File: config.mk
export PLATFORM = sky130hd
export DESIGN_NAME = fetch_queue_flat
export DESIGN_NICKNAME = d
export VERILOG_FILES = /design/src/rtl/fetch_queue_pkg.sv /design/src/rtl/fetch_queue_if.sv /design/src/rtl/fetch_queue_ram.sv /design/src/rtl/fetch_queue.sv /design/src/flat_wrapper.sv
export SDC_FILE = /design/constraint.sdc
export NUM_CORES = 1
export LEC_CHECK = 0
export ABC_AREA = 1
export CAP_MARGIN = 0
export CORE_UTILIZATION = 30
export CTS_BUF_LIST = sky130_fd_sc_hd__clkbuf_16
export DETAILED_ROUTE_END_ITERATION = 8
export SLEW_MARGIN = 20
export SYNTH_ARGS = -nofsm -noshare
export SYNTH_HDL_FRONTEND = slang
export SYNTH_SLANG_ARGS = --single-unit
File: constraint.sdc
create_clock -name clk -period 10 [get_ports clk]
set_clock_uncertainty 0.15 [all_clocks]
set_input_delay 2 -clock clk [delete_from_list [all_inputs] [get_ports clk]]
set_output_delay 2 -clock clk [all_outputs]
set_load 0.02 [all_outputs]
File: src/rtl/fetch_queue_pkg.sv
// Shared constants for the fetch queue: NOP encoding, reset pc and default width.
package fetch_queue_pkg;

    localparam int          XLEN_DEFAULT = 32;
    localparam logic [31:0] NOP          = 32'h0000_0013;   // addi x0, x0, 0
    localparam logic [31:0] PC_RESET     = 32'h0000_0000;

endpackage

File: src/rtl/fetch_queue_if.sv
// Handshake bundle between fetch (IF), the fetch queue and decode (ID).
// master = the IF/ID side driving the queue, slave = the queue itself.
interface fetch_queue_if #(
    parameter int XLEN  = fetch_queue_pkg::XLEN_DEFAULT,
    parameter int DEPTH = 4
) ();
    import fetch_queue_pkg::*;

    logic                       i_valid;
    logic [XLEN-1:0]            i_pc;
    logic [XLEN-1:0]            i_instr;
    logic                       o_ready;
    logic                       o_valid;
    logic [XLEN-1:0]            o_pc;
    logic [XLEN-1:0]            o_instr;
    logic                       i_ready;
    logic                       i_flush;
    logic [$clog2(DEPTH):0]     o_count;

    modport master (
        output i_valid, i_pc, i_instr, i_ready, i_flush,
        input  o_ready, o_valid, o_pc, o_instr, o_count
    );

    modport slave (
        input  i_valid, i_pc, i_instr, i_ready, i_flush,
        output o_ready, o_valid, o_pc, o_instr, o_count
    );
endinterface

File: src/rtl/fetch_queue_ram.sv
// Entry storage: DEPTH x WIDTH register array, one synchronous write port and
// one asynchronous read port so the head entry is visible without a read cycle.
module fetch_queue_ram #(
    parameter int DEPTH = 4,
    parameter int WIDTH = 64
) (
    input  logic                     clk,
    input  logic                     we,
    input  logic [$clog2(DEPTH)-1:0] waddr,
    input  logic [WIDTH-1:0]         wdata,
    input  logic [$clog2(DEPTH)-1:0] raddr,
    output logic [WIDTH-1:0]         rdata
);
    logic [WIDTH-1:0] mem [DEPTH];

    // Write the addressed entry on an accepted push; contents survive reset.
    always_ff @(posedge clk) begin
        if (we) begin
            mem[waddr] <= wdata;
        end
    end

    assign rdata = mem[raddr];
endmodule

File: src/rtl/fetch_queue.sv
// Decoupling queue between IF and ID. Circular buffer with wrap-bit pointers,
// flushed on redirect, presenting a NOP when nothing is held.
// Optional feature macro: FETCH_QUEUE_BYPASS_EN (zero-latency pass-through
// of the input when the queue is empty).
module fetch_queue
    import fetch_queue_pkg::*;
#(
    parameter int DEPTH = 4,
    parameter int XLEN  = XLEN_DEFAULT
) (
    input  logic          clk,
    input  logic          rst,
    fetch_queue_if.slave  bus
);
    localparam int AW = $clog2(DEPTH);

    logic [AW:0]        wr_ptr_reg, wr_ptr_next;
    logic [AW:0]        rd_ptr_reg, rd_ptr_next;
    logic               empty, full;
    logic               push, pop, bypass;
    logic [2*XLEN-1:0]  rd_data;

    assign empty = (wr_ptr_reg == rd_ptr_reg);
    assign full  = (wr_ptr_reg[AW-1:0] == rd_ptr_reg[AW-1:0]) &&
                   (wr_ptr_reg[AW] != rd_ptr_reg[AW]);

    // o_ready depends on registered state only, so ID never reaches IF
    // combinationally; a full queue refuses a push even while popping.
    assign bus.o_ready = ~full;
    assign bus.o_count = wr_ptr_reg - rd_ptr_reg;

`ifdef FETCH_QUEUE_BYPASS_EN
    assign bypass = empty & bus.i_valid & ~bus.i_flush;
`else
    assign bypass = 1'b0;
`endif

    // An instruction bypassed and consumed in the same cycle is never written.
    assign push = bus.i_valid & ~full & ~bus.i_flush & ~(bypass & bus.i_ready);
    assign pop  = ~empty & bus.i_ready & ~bus.i_flush;

    fetch_queue_ram #(
        .DEPTH (DEPTH),
        .WIDTH (2*XLEN)
    ) u_ram (
        .clk   (clk),
        .we    (push),
        .waddr (wr_ptr_reg[AW-1:0]),
        .wdata ({bus.i_pc, bus.i_instr}),
        .raddr (rd_ptr_reg[AW-1:0]),
        .rdata (rd_data)
    );

    // Head presentation: bypassed input, stored head, or NOP when empty.
    always_comb begin
        bus.o_valid = ~empty;
        bus.o_pc    = rd_data[2*XLEN-1:XLEN];
        bus.o_instr = rd_data[XLEN-1:0];
        if (bypass) begin
            bus.o_valid = 1'b1;
            bus.o_pc    = bus.i_pc;
            bus.o_instr = bus.i_instr;
        end else if (empty) begin
            bus.o_pc    = XLEN'(PC_RESET);
            bus.o_instr = XLEN'(NOP);
        end
    end

    // Next pointers: flush empties the queue and wins over push and pop.
    always_comb begin
        wr_ptr_next = wr_ptr_reg;
        rd_ptr_next = rd_ptr_reg;
        if (bus.i_flush) begin
            wr_ptr_next = '0;
            rd_ptr_next = '0;
        end else begin
            if (push) wr_ptr_next = wr_ptr_reg + 1'b1;
            if (pop)  rd_ptr_next = rd_ptr_reg + 1'b1;
        end
    end

    // Pointer registers; reset zeroes them and leaves storage untouched.
    always_ff @(posedge clk) begin
        if (rst) begin
            wr_ptr_reg <= '0;
            rd_ptr_reg <= '0;
        end else begin
            wr_ptr_reg <= wr_ptr_next;
            rd_ptr_reg <= rd_ptr_next;
        end
    end
endmodule

File: src/flat_wrapper.sv
// flat-port wrapper written by rule: the top's interface ports become plain ports
module fetch_queue_flat import fetch_queue_pkg::*;
#(
    parameter int DEPTH = 4,
    parameter int XLEN  = XLEN_DEFAULT
)
  (clk, rst, bus_i_valid, bus_i_pc, bus_i_instr, bus_i_ready, bus_i_flush, bus_o_ready, bus_o_valid, bus_o_pc, bus_o_instr, bus_o_count);
  fetch_queue_if #(.XLEN(XLEN), .DEPTH(DEPTH)) bus_i ();
  input  logic clk;
  input  logic rst;
  input wire logic [$bits(bus_i.i_valid)-1:0] bus_i_valid;
  input wire logic [$bits(bus_i.i_pc)-1:0] bus_i_pc;
  input wire logic [$bits(bus_i.i_instr)-1:0] bus_i_instr;
  input wire logic [$bits(bus_i.i_ready)-1:0] bus_i_ready;
  input wire logic [$bits(bus_i.i_flush)-1:0] bus_i_flush;
  output wire logic [$bits(bus_i.o_ready)-1:0] bus_o_ready;
  output wire logic [$bits(bus_i.o_valid)-1:0] bus_o_valid;
  output wire logic [$bits(bus_i.o_pc)-1:0] bus_o_pc;
  output wire logic [$bits(bus_i.o_instr)-1:0] bus_o_instr;
  output wire logic [$bits(bus_i.o_count)-1:0] bus_o_count;
  assign bus_i.i_valid = bus_i_valid;
  assign bus_i.i_pc = bus_i_pc;
  assign bus_i.i_instr = bus_i_instr;
  assign bus_i.i_ready = bus_i_ready;
  assign bus_i.i_flush = bus_i_flush;
  assign bus_o_ready = bus_i.o_ready;
  assign bus_o_valid = bus_i.o_valid;
  assign bus_o_pc = bus_i.o_pc;
  assign bus_o_instr = bus_i.o_instr;
  assign bus_o_count = bus_i.o_count;
  fetch_queue #(.DEPTH(DEPTH), .XLEN(XLEN)) u_core (.clk(clk), .rst(rst), .bus(bus_i));
endmodule
==> flow_summary.yaml, run 1 <==
status:
  outcome: "completed"
setup_path:
  start_kind: "flop"
  crit_fanout: 92
  path_class: "flop to primary output"
  crit_arrival_ns: 3.39
  crit_path_end_kind: "primary output"
  rr_startpoint: "u_core.wr_ptr_reg[0]"
  required_ns: 7.85
logic_synthesis:
  ys_types: 19
  syn_nets: 908
  ys_seq_elements: 264
  synth_area_per_cell_sq_um: 12.6
  synthCells: 831
  synth_top_cell_by_area: "edfxtp_1"
  netlist.area_leader.share: 0.735
  ys_warn_count: 0
  synth_area_sq_um: 10500
  yosysSeqAreaShare: 0.750
  synth_area_leaders: "edfxtp_1 74%, nor2_1 9.3%, o21ai_0 6.0%"
floorplanning:
  dieWidth_microns: 189
  die_y_microns: 189
  rows: 68
  core_sq_um: 34500
  start_util: 0.304
  ioPinCount: 138
  die-area_sq_um: 35600
sta:
  setup_viol: 0
  finalCritPeriodShare: 0.554
  min_period_ns: 5.54
  slew_headroom: 0.288
  rsz0062_at_grt: "no"
  worstMarginPinSlew_ns: 1.07
  slew_violations: 0
  finalHoldViolations: 0
  max_freq_mhz: 181
  finalSetupTns_ns: 0
clocking:
  clock_sink_count: 264
  clk_latency_ns: 0.53
  cts_hold_buf: 0
  post_cts_resize_count: 0
  cts_root_buf: "clkbuf_16"
  clk_pin_slew_ns: 0.06
  cts_tree: "yes"
  cts.htree.levels: 1
  postCtsSetupRepairBufs: 0
  cts-buffers-inserted: 29
  cts_buffer_depth: 3
final_layout:
  fin_area_sq_um: 13000
  antenna_cells: 0
  largest_reg_flops: 256
  fillCellCount: 3309
  syn_to_final_growth_pct: 24.6
  layout_commonest_cell: "nor2_1"
  final_nets: 1037
  drive_above_1_share: 0.0522
  final_cell_mix: "257 x nor2_1, 256 x edfxtp_1, 137 x clkdlybuf4s50_1"
grt:
  grt_max_degree: 93
  grt_pass1_wl_microns: 35700
  antenna_found_initial: 0
  grt-ovfl-total: 0
  grt_pass1_vias: 6310
  grt.total_usage: 0.129
power:
  pwr-share-comb: 0.062
  power_density_nw_per_um2: 180
  p_int_mw: 1.86
  leakage_nw: 4.39
  ir_worst_vdd_mv: 0.110
  p_switching_uw: 484
  p_seq_frac: 0.528
  total_power_mw: 2.35
  p_sw_frac: 0.206
  p_clk_frac: 0.410
placement:
  port_buffers: 137
  hpwl_microns: 12600
  placed_cell_area_sq_um: 12200
  gp_congestion: 0.748
routing:
  drt_iter0_drc: 360
  viasPerCell: 4.48
  drt_wl_total_microns: 23300
  drc: 0
  vias: 6411
  wl_per_cell_microns: 16.3
  drt_pass1_iterations: 4
  final_antenna_net_count: 0
flow_run:
  maxCapViolations: 0
hold_path:
  worstHoldStart: "u_core.rd_ptr_reg[2]"
  hold_path.class: "flop to flop"
-- cell type report --
class / instances / area [sq um] / area share
Sequential cell: 264 / 7860 / 0.603
Clock buffer: 29 / 726 / 0.0557
Clock inverter: 19 / 126 / 0.00970
Timing Repair Buffer: 146 / 1440 / 0.110
Tap cell: 455 / 569 / 0.0437
Inverter: 19 / 75.1 / 0.00576
Multi-Input combinational cell: 500 / 2240 / 0.172
-- through the flow --
step / setup slack, ns / std cells / hold WS [ns] / utilization
after floorplan: 4.39 / 831 / 0.366 / -
after global placement: 4.94 / 1384 / 0.402 / 0.353
after detailed placement: 4.95 / 1384 / 0.407 / 0.353
after CTS: 4.36 / 1432 / 0.414 / 0.378
after global routing: 4.15 / 1432 / 0.474 / 0.378
final: 4.46 / 1432 / 0.417 / 0.378
-- power groups by stage --
stage	combinational [mW]	sequential [mW]	clock [mW]
after floorplan	0.0651	1.26	0
after global placement	0.146	1.26	0
after detailed placement	0.148	1.26	0
after CTS	0.148	1.24	0.992
after global routing	0.158	1.24	1.03
final	0.145	1.24	0.962
-- worst max-delay path, stage by stage, from the launching register on --
cell and delay, ns:
dfxtp_4 0.65, buf_4 0.84, nor2_1 0.12, nor2_1 0.11, o21ai_0 0.08, a21oi_1 0.27
clkdlybuf4s50_1 0.66
-- routing by layer --
| metal | up-vias | GRT usage | wire, microns |
|---|---|---|---|
| li1 | 3169 | - | - |
| met1 | 3066 | 0.160 | 9910 |
| met2 | 142 | 0.231 | 11800 |
| met3 | 34 | 0.0194 | 1010 |
| met4 | 0 | 0.0382 | 577 |
| met5 | - | 0 | 0 |
-- logic make-up (layout without fill, tap and decap cells) --
kind of cell,Yosys count,count (layout),share of synthesized area
AOI/OAI and AO/OA,195,195,0.0933
xor gates and xnor gates,1,1,0.000838
adders and majority gates,8,8,0.0103
buffers and inverters,67,213,0.0379
DFF,264,264,0.750
and+or+nand+nor,296,296,0.107
-- path summary, 6_finish.rpt --
path,slack [ns],end,cells past startpoint
worst max-delay path,4.46,bus_o_instr[17],6
worst max register to register,6.77,u_core.u_ram.mem[1][36],8
worst min-delay path,0.42,u_core.rd_ptr_reg[2],2
worst min register to register,0.42,u_core.rd_ptr_reg[2],2
-- cells in the mapped netlist, drive strengths merged --
cell and instances:
nor2 260, edfxtp 256, o21ai 125, a21oi 70, buf 38, nand2 30, inv 19, clkbuf 10
dfxtp 8, ha 7, nand3 4, and3 1, fa 1, nand3b 1, xor2 1
Power figures use the tool's default switching activity.
==> inputs of run 2 (changes only) <==
==> constraint.sdc (replaced) <==
create_clock -name clk -period 4.95 [get_ports clk]
set_clock_uncertainty 0.15 [all_clocks]
set_input_delay 0.99 -clock clk [delete_from_list [all_inputs] [get_ports clk]]
set_output_delay 0.99 -clock clk [all_outputs]
set_load 0.02 [all_outputs]
==> flow_summary.yaml, run 2 (synthesized netlist as in run 1, its figures left out) <==
final_layout:
  final_cell_mix: "257 x nor2_1, 256 x edfxtp_1, 137 x clkdlybuf4s50_1"
  drive_above_1_share: 0.0717
  syn_to_final_growth_pct: 27.2
  fillCellCount: 3267
  final_util: 0.386
  fin_area_sq_um: 13300
  antenna_cells: 0
  largest_reg_flops: 256
  final_nets: 1045
  layout_commonest_cell: "nor2_1"
  instances_no_fill: 1445
sta:
  finalHoldViolations: 0
  setup_viol: 0
  min_period_ns: 4.25
  finalSetupTns_ns: 0
  worstMarginPinSlew_ns: 0.625
  finalCritPeriodShare: 0.859
  max_freq_mhz: 235
  slew_headroom: 0.583
  slew_violations: 0
  rsz0062_at_grt: "no"
status:
  outcome: "completed"
floorplanning:
  core_sq_um: 34500
  die_y_microns: 189
  die-area_sq_um: 35600
  rows: 68
  ioPinCount: 138
  dieWidth_microns: 189
  start_util: 0.304
setup_path:
  path_cells: "inv_1, ha_1, nand2_1, inv_1, nand3_1, inv_2, buf_12, a21oi_1, clkdlybuf4s50_1"
  slowest_delay_ns: 0.65
  critical_path.slowest_cell: "clkdlybuf4s50_1"
  crit_path_end_kind: "primary output"
  critPathTopFamily: "buffers and inverters"
  path_class: "flop to primary output"
  crit_arrival_ns: 3.11
  required_ns: 3.81
  crit_fanout: 30
  start_kind: "flop"
  crit_top_cell: "inv_1"
  cp.buffers_inverters: 5
grt:
  grt_max_degree: 75
  grt_pass1_wl_microns: 37400
  antenna_found_initial: 0
  grt.total_usage: 0.136
  grt-ovfl-total: 0
  grt_pass1_vias: 6545
power:
  ir_worst_vdd_mv: 0.260
  power_density_nw_per_um2: 377
  leakage_nw: 4.51
hold_path:
  hold_path.class: "flop to flop"
clocking:
  cts-buffers-inserted: 28
  cts_hold_buf: 0
  cts_root_buf: "clkbuf_16"
  cts_tree: "yes"
  cts_buffer_depth: 3
  clk_latency_ns: 0.54
  clock_sink_count: 264
  post_cts_resize_count: 0
  clk_pin_slew_ns: 0.06
  postCtsSetupRepairBufs: 0
  cts.htree.levels: 1
routing:
  drt_iter0_drc: 350
  drc: 0
  vias: 6553
  wl_per_cell_microns: 16.8
  drt_pass1_iterations: 7
  drt_wl_total_microns: 24300
  final_antenna_net_count: 0
  viasPerCell: 4.53
placement:
  dp.cells: 1393
  gp_congestion: 0.742
  port_buffers: 137
  hpwl_microns: 13800
  placed_cell_area_sq_um: 12300
flow_run:
  maxCapViolations: 0
-- run 2: worst reg2reg max path: stages, from the launching register on --
cell	delay, ns
dfxtp_1	0.36
inv_1	0.11
ha_1	0.32
nand2_1	0.07
inv_1	0.05
nand3_1	0.13
nand2_1	0.27
nor2_4	0.49
buf_4	0.40
-- run 2: stage by stage --
step / hold slack (ns) / total power, mW / worst slack, ns
finish: 0.414 / 5.02 / 0.697
global route: 0.475 / 5.18 / 0.481
CTS: 0.413 / 5.07 / 0.690
detailed placement: 0.404 / 2.85 / 1.27
global placement: 0.394 / 2.85 / 1.33
floorplan: 0.366 / 2.68 / 0.348
-- run 2: final timing paths --
path	from	endpoint	slack [ns]	depth (start not counted)
max reg2reg	u_core.wr_ptr_reg[0]	u_core.u_ram.mem[1][47]	2.26	8
min	u_core.rd_ptr_reg[2]	u_core.rd_ptr_reg[2]	0.41	2
max	u_core.wr_ptr_reg[0]	bus_o_instr[15]	0.70	9
min reg2reg	u_core.rd_ptr_reg[2]	u_core.rd_ptr_reg[2]	0.41	2
-- run 2: where the power goes --
group | switching (mW) | internal [mW]
combinational | 0.173 | 0.132
clock | 0.843 | 1.37
sequential | 0.00877 | 2.49
total | 1.02 | 3.99
-- run 2: cell type report --
class | count | area (sq um) | area share
flip-flops and latches | 264 | 7860 | 0.590
multi-input cells | 500 | 2240 | 0.168
repair buffers | 155 | 1580 | 0.119
clock buffers | 29 | 726 | 0.0545
well taps | 455 | 569 | 0.0428
clock inverters | 23 | 264 | 0.0198
inverters | 19 | 75.1 | 0.00564
-- run 2: metal layers --
metal / up-vias / global-route usage / routed length [microns]
li1: 3203 / - / -
met3: 36 / 0.0229 / 1040
met2: 131 / 0.239 / 12200
met5: - / 0 / 0
met4: 0 / 0.0350 / 445
met1: 3183 / 0.172 / 10600
==> inputs of run 3 (changes only) <==
--- a/config.mk
+++ b/config.mk
@@ -7,9 +7,11 @@
 export LEC_CHECK = 0
 export ABC_AREA = 1
 export CAP_MARGIN = 0
+export CORE_ASPECT_RATIO = 0.9
 export CORE_UTILIZATION = 30
 export CTS_BUF_LIST = sky130_fd_sc_hd__clkbuf_16
 export DETAILED_ROUTE_END_ITERATION = 8
+export DONT_BUFFER_PORTS = 1
 export SLEW_MARGIN = 20
 export SYNTH_ARGS = -nofsm -noshare
 export SYNTH_HDL_FRONTEND = slang
==> flow_summary.yaml, run 3 (synthesized netlist as in run 1, its figures left out) <==
status:
  outcome: "completed"
sta:
  setup_viol: 0
  min_period_ns: 4.11
  rsz0062_at_grt: "no"
  finalCritPeriodShare: 0.830
  slew_violations: 0
  finalSetupTns_ns: 0
  slew_headroom: 0.326
  worstMarginPinSlew_ns: 1.01
  max_freq_mhz: 243
  finalHoldViolations: 0
clocking:
  clk_pin_slew_ns: 0.06
  postCtsSetupRepairBufs: 0
  cts.htree.levels: 1
  post_cts_resize_count: 0
  cts-buffers-inserted: 29
  clk_latency_ns: 0.54
  cts_tree: "yes"
  cts_buffer_depth: 3
  clock_sink_count: 264
  cts_hold_buf: 0
  cts_root_buf: "clkbuf_16"
setup_path:
  required_ns: 3.81
  start_kind: "flop"
  path_class: "flop to primary output"
  crit_arrival_ns: 2.97
  crit_path_end_kind: "primary output"
  crit_fanout: 61
routing:
  met2_wirelength_microns: 11600
  wl_per_cell_microns: 18.0
  drt_pass1_iterations: 4
  drc: 0
  final_antenna_net_count: 0
  top_layer: "met4"
  vias: 6067
  drt_wl_total_microns: 23600
  drt_iter0_drc: 300
  met1_length_microns: 9880
  wl_met3_microns: 1590
  viasPerCell: 4.63
final_layout:
  largest_reg_flops: 256
  syn_to_final_growth_pct: 13.3
  drive_above_1_share: 0.0778
  final_nets: 904
  layout_commonest_cell: "nor2_1"
  final_util: 0.346
  antenna_cells: 0
  final_cell_mix: "257 x nor2_1, 256 x edfxtp_1, 125 x o21ai_0"
floorplanning:
  rows: 64
  ioPinCount: 138
  core_sq_um: 34200
  dieWidth_microns: 199
  start_util: 0.306
  die-area_sq_um: 35600
  die_y_microns: 179
grt:
  grt.total_usage: 0.131
  grt_pass1_vias: 5976
  grt-ovfl-total: 0
  grt_max_degree: 75
  antenna_found_initial: 0
  grt_pass1_wl_microns: 35300
placement:
  port_buffers: 0
  gp_congestion: 0.734
  hpwl_microns: 13100
power:
  power_density_nw_per_um2: 414
  ir_worst_vdd_mv: 0.235
  leakage_nw: 3.97
flow_run:
  maxCapViolations: 0
hold_path:
  hold_path.class: "input port to flop"
-- run 3: cell types whose count changed in the layout (fill, tap and decap cells not counted), sizes merged --
cell and change:
clkdlybuf4s50 -137, inv +3, clkinv -1, buf -5, clkinvlp -2
-- run 3: path summary, 6_finish.rpt --
check,from,endpoint,slack [ns],depth (start not counted)
max,u_core.wr_ptr_reg[0],bus_o_instr[2],0.84,8
min reg2reg,u_core.rd_ptr_reg[2],u_core.rd_ptr_reg[2],0.42,2
max reg2reg,u_core.wr_ptr_reg[0],u_core.u_ram.mem[0][13],1.99,8
min,bus_i_pc[26],u_core.u_ram.mem[2][58],0.39,0
-- run 3: metal layers --
layer / track usage / up-vias
met5: 0 / -
met4: 0.0330 / 0
met3: 0.0421 / 34
met2: 0.225 / 149
met1: 0.159 / 2971
li1: - / 2913
-- run 3: per-stage QoR --
step	cell area, sq um	hold slack [ns]	setup WS (ns)	total power, mW	instances
floorplan	10500	0.366	0.348	2.68	831
global placement	10900	0.393	1.51	2.71	1258
detailed placement	10900	0.412	1.40	2.72	1258
CTS	11800	0.350	0.794	4.97	1310
global route	11800	0.354	0.606	5.06	1310
finish	11800	0.387	0.840	4.90	1310
-- run 3: layout make-up --
| class | instances | area (sq um) |
|---|---|---|
| repair buffers | 13 | 110 |
| inverters | 19 | 75.1 |
| flip-flops and latches | 264 | 7860 |
| multi-input cells | 500 | 2240 |
| clock buffers | 29 | 726 |
| well taps | 462 | 578 |
| clock inverters | 23 | 267 |
| fillers | 3367 | 22300 |
-- run 3: critical path: stages (launching register included) --
cell and delay [ns]:
dfxtp_1 0.36, inv_1 0.11, ha_1 0.31, nand2_1 0.05, inv_1 0.07, nand3_1 0.44
inv_2 0.14, buf_4 0.63, a21oi_1 0.27
-- run 3: power by group --
group          internal, mW  switching [mW]
sequential             2.49         0.00816
combinational        0.0325           0.135
clock                  1.37           0.860
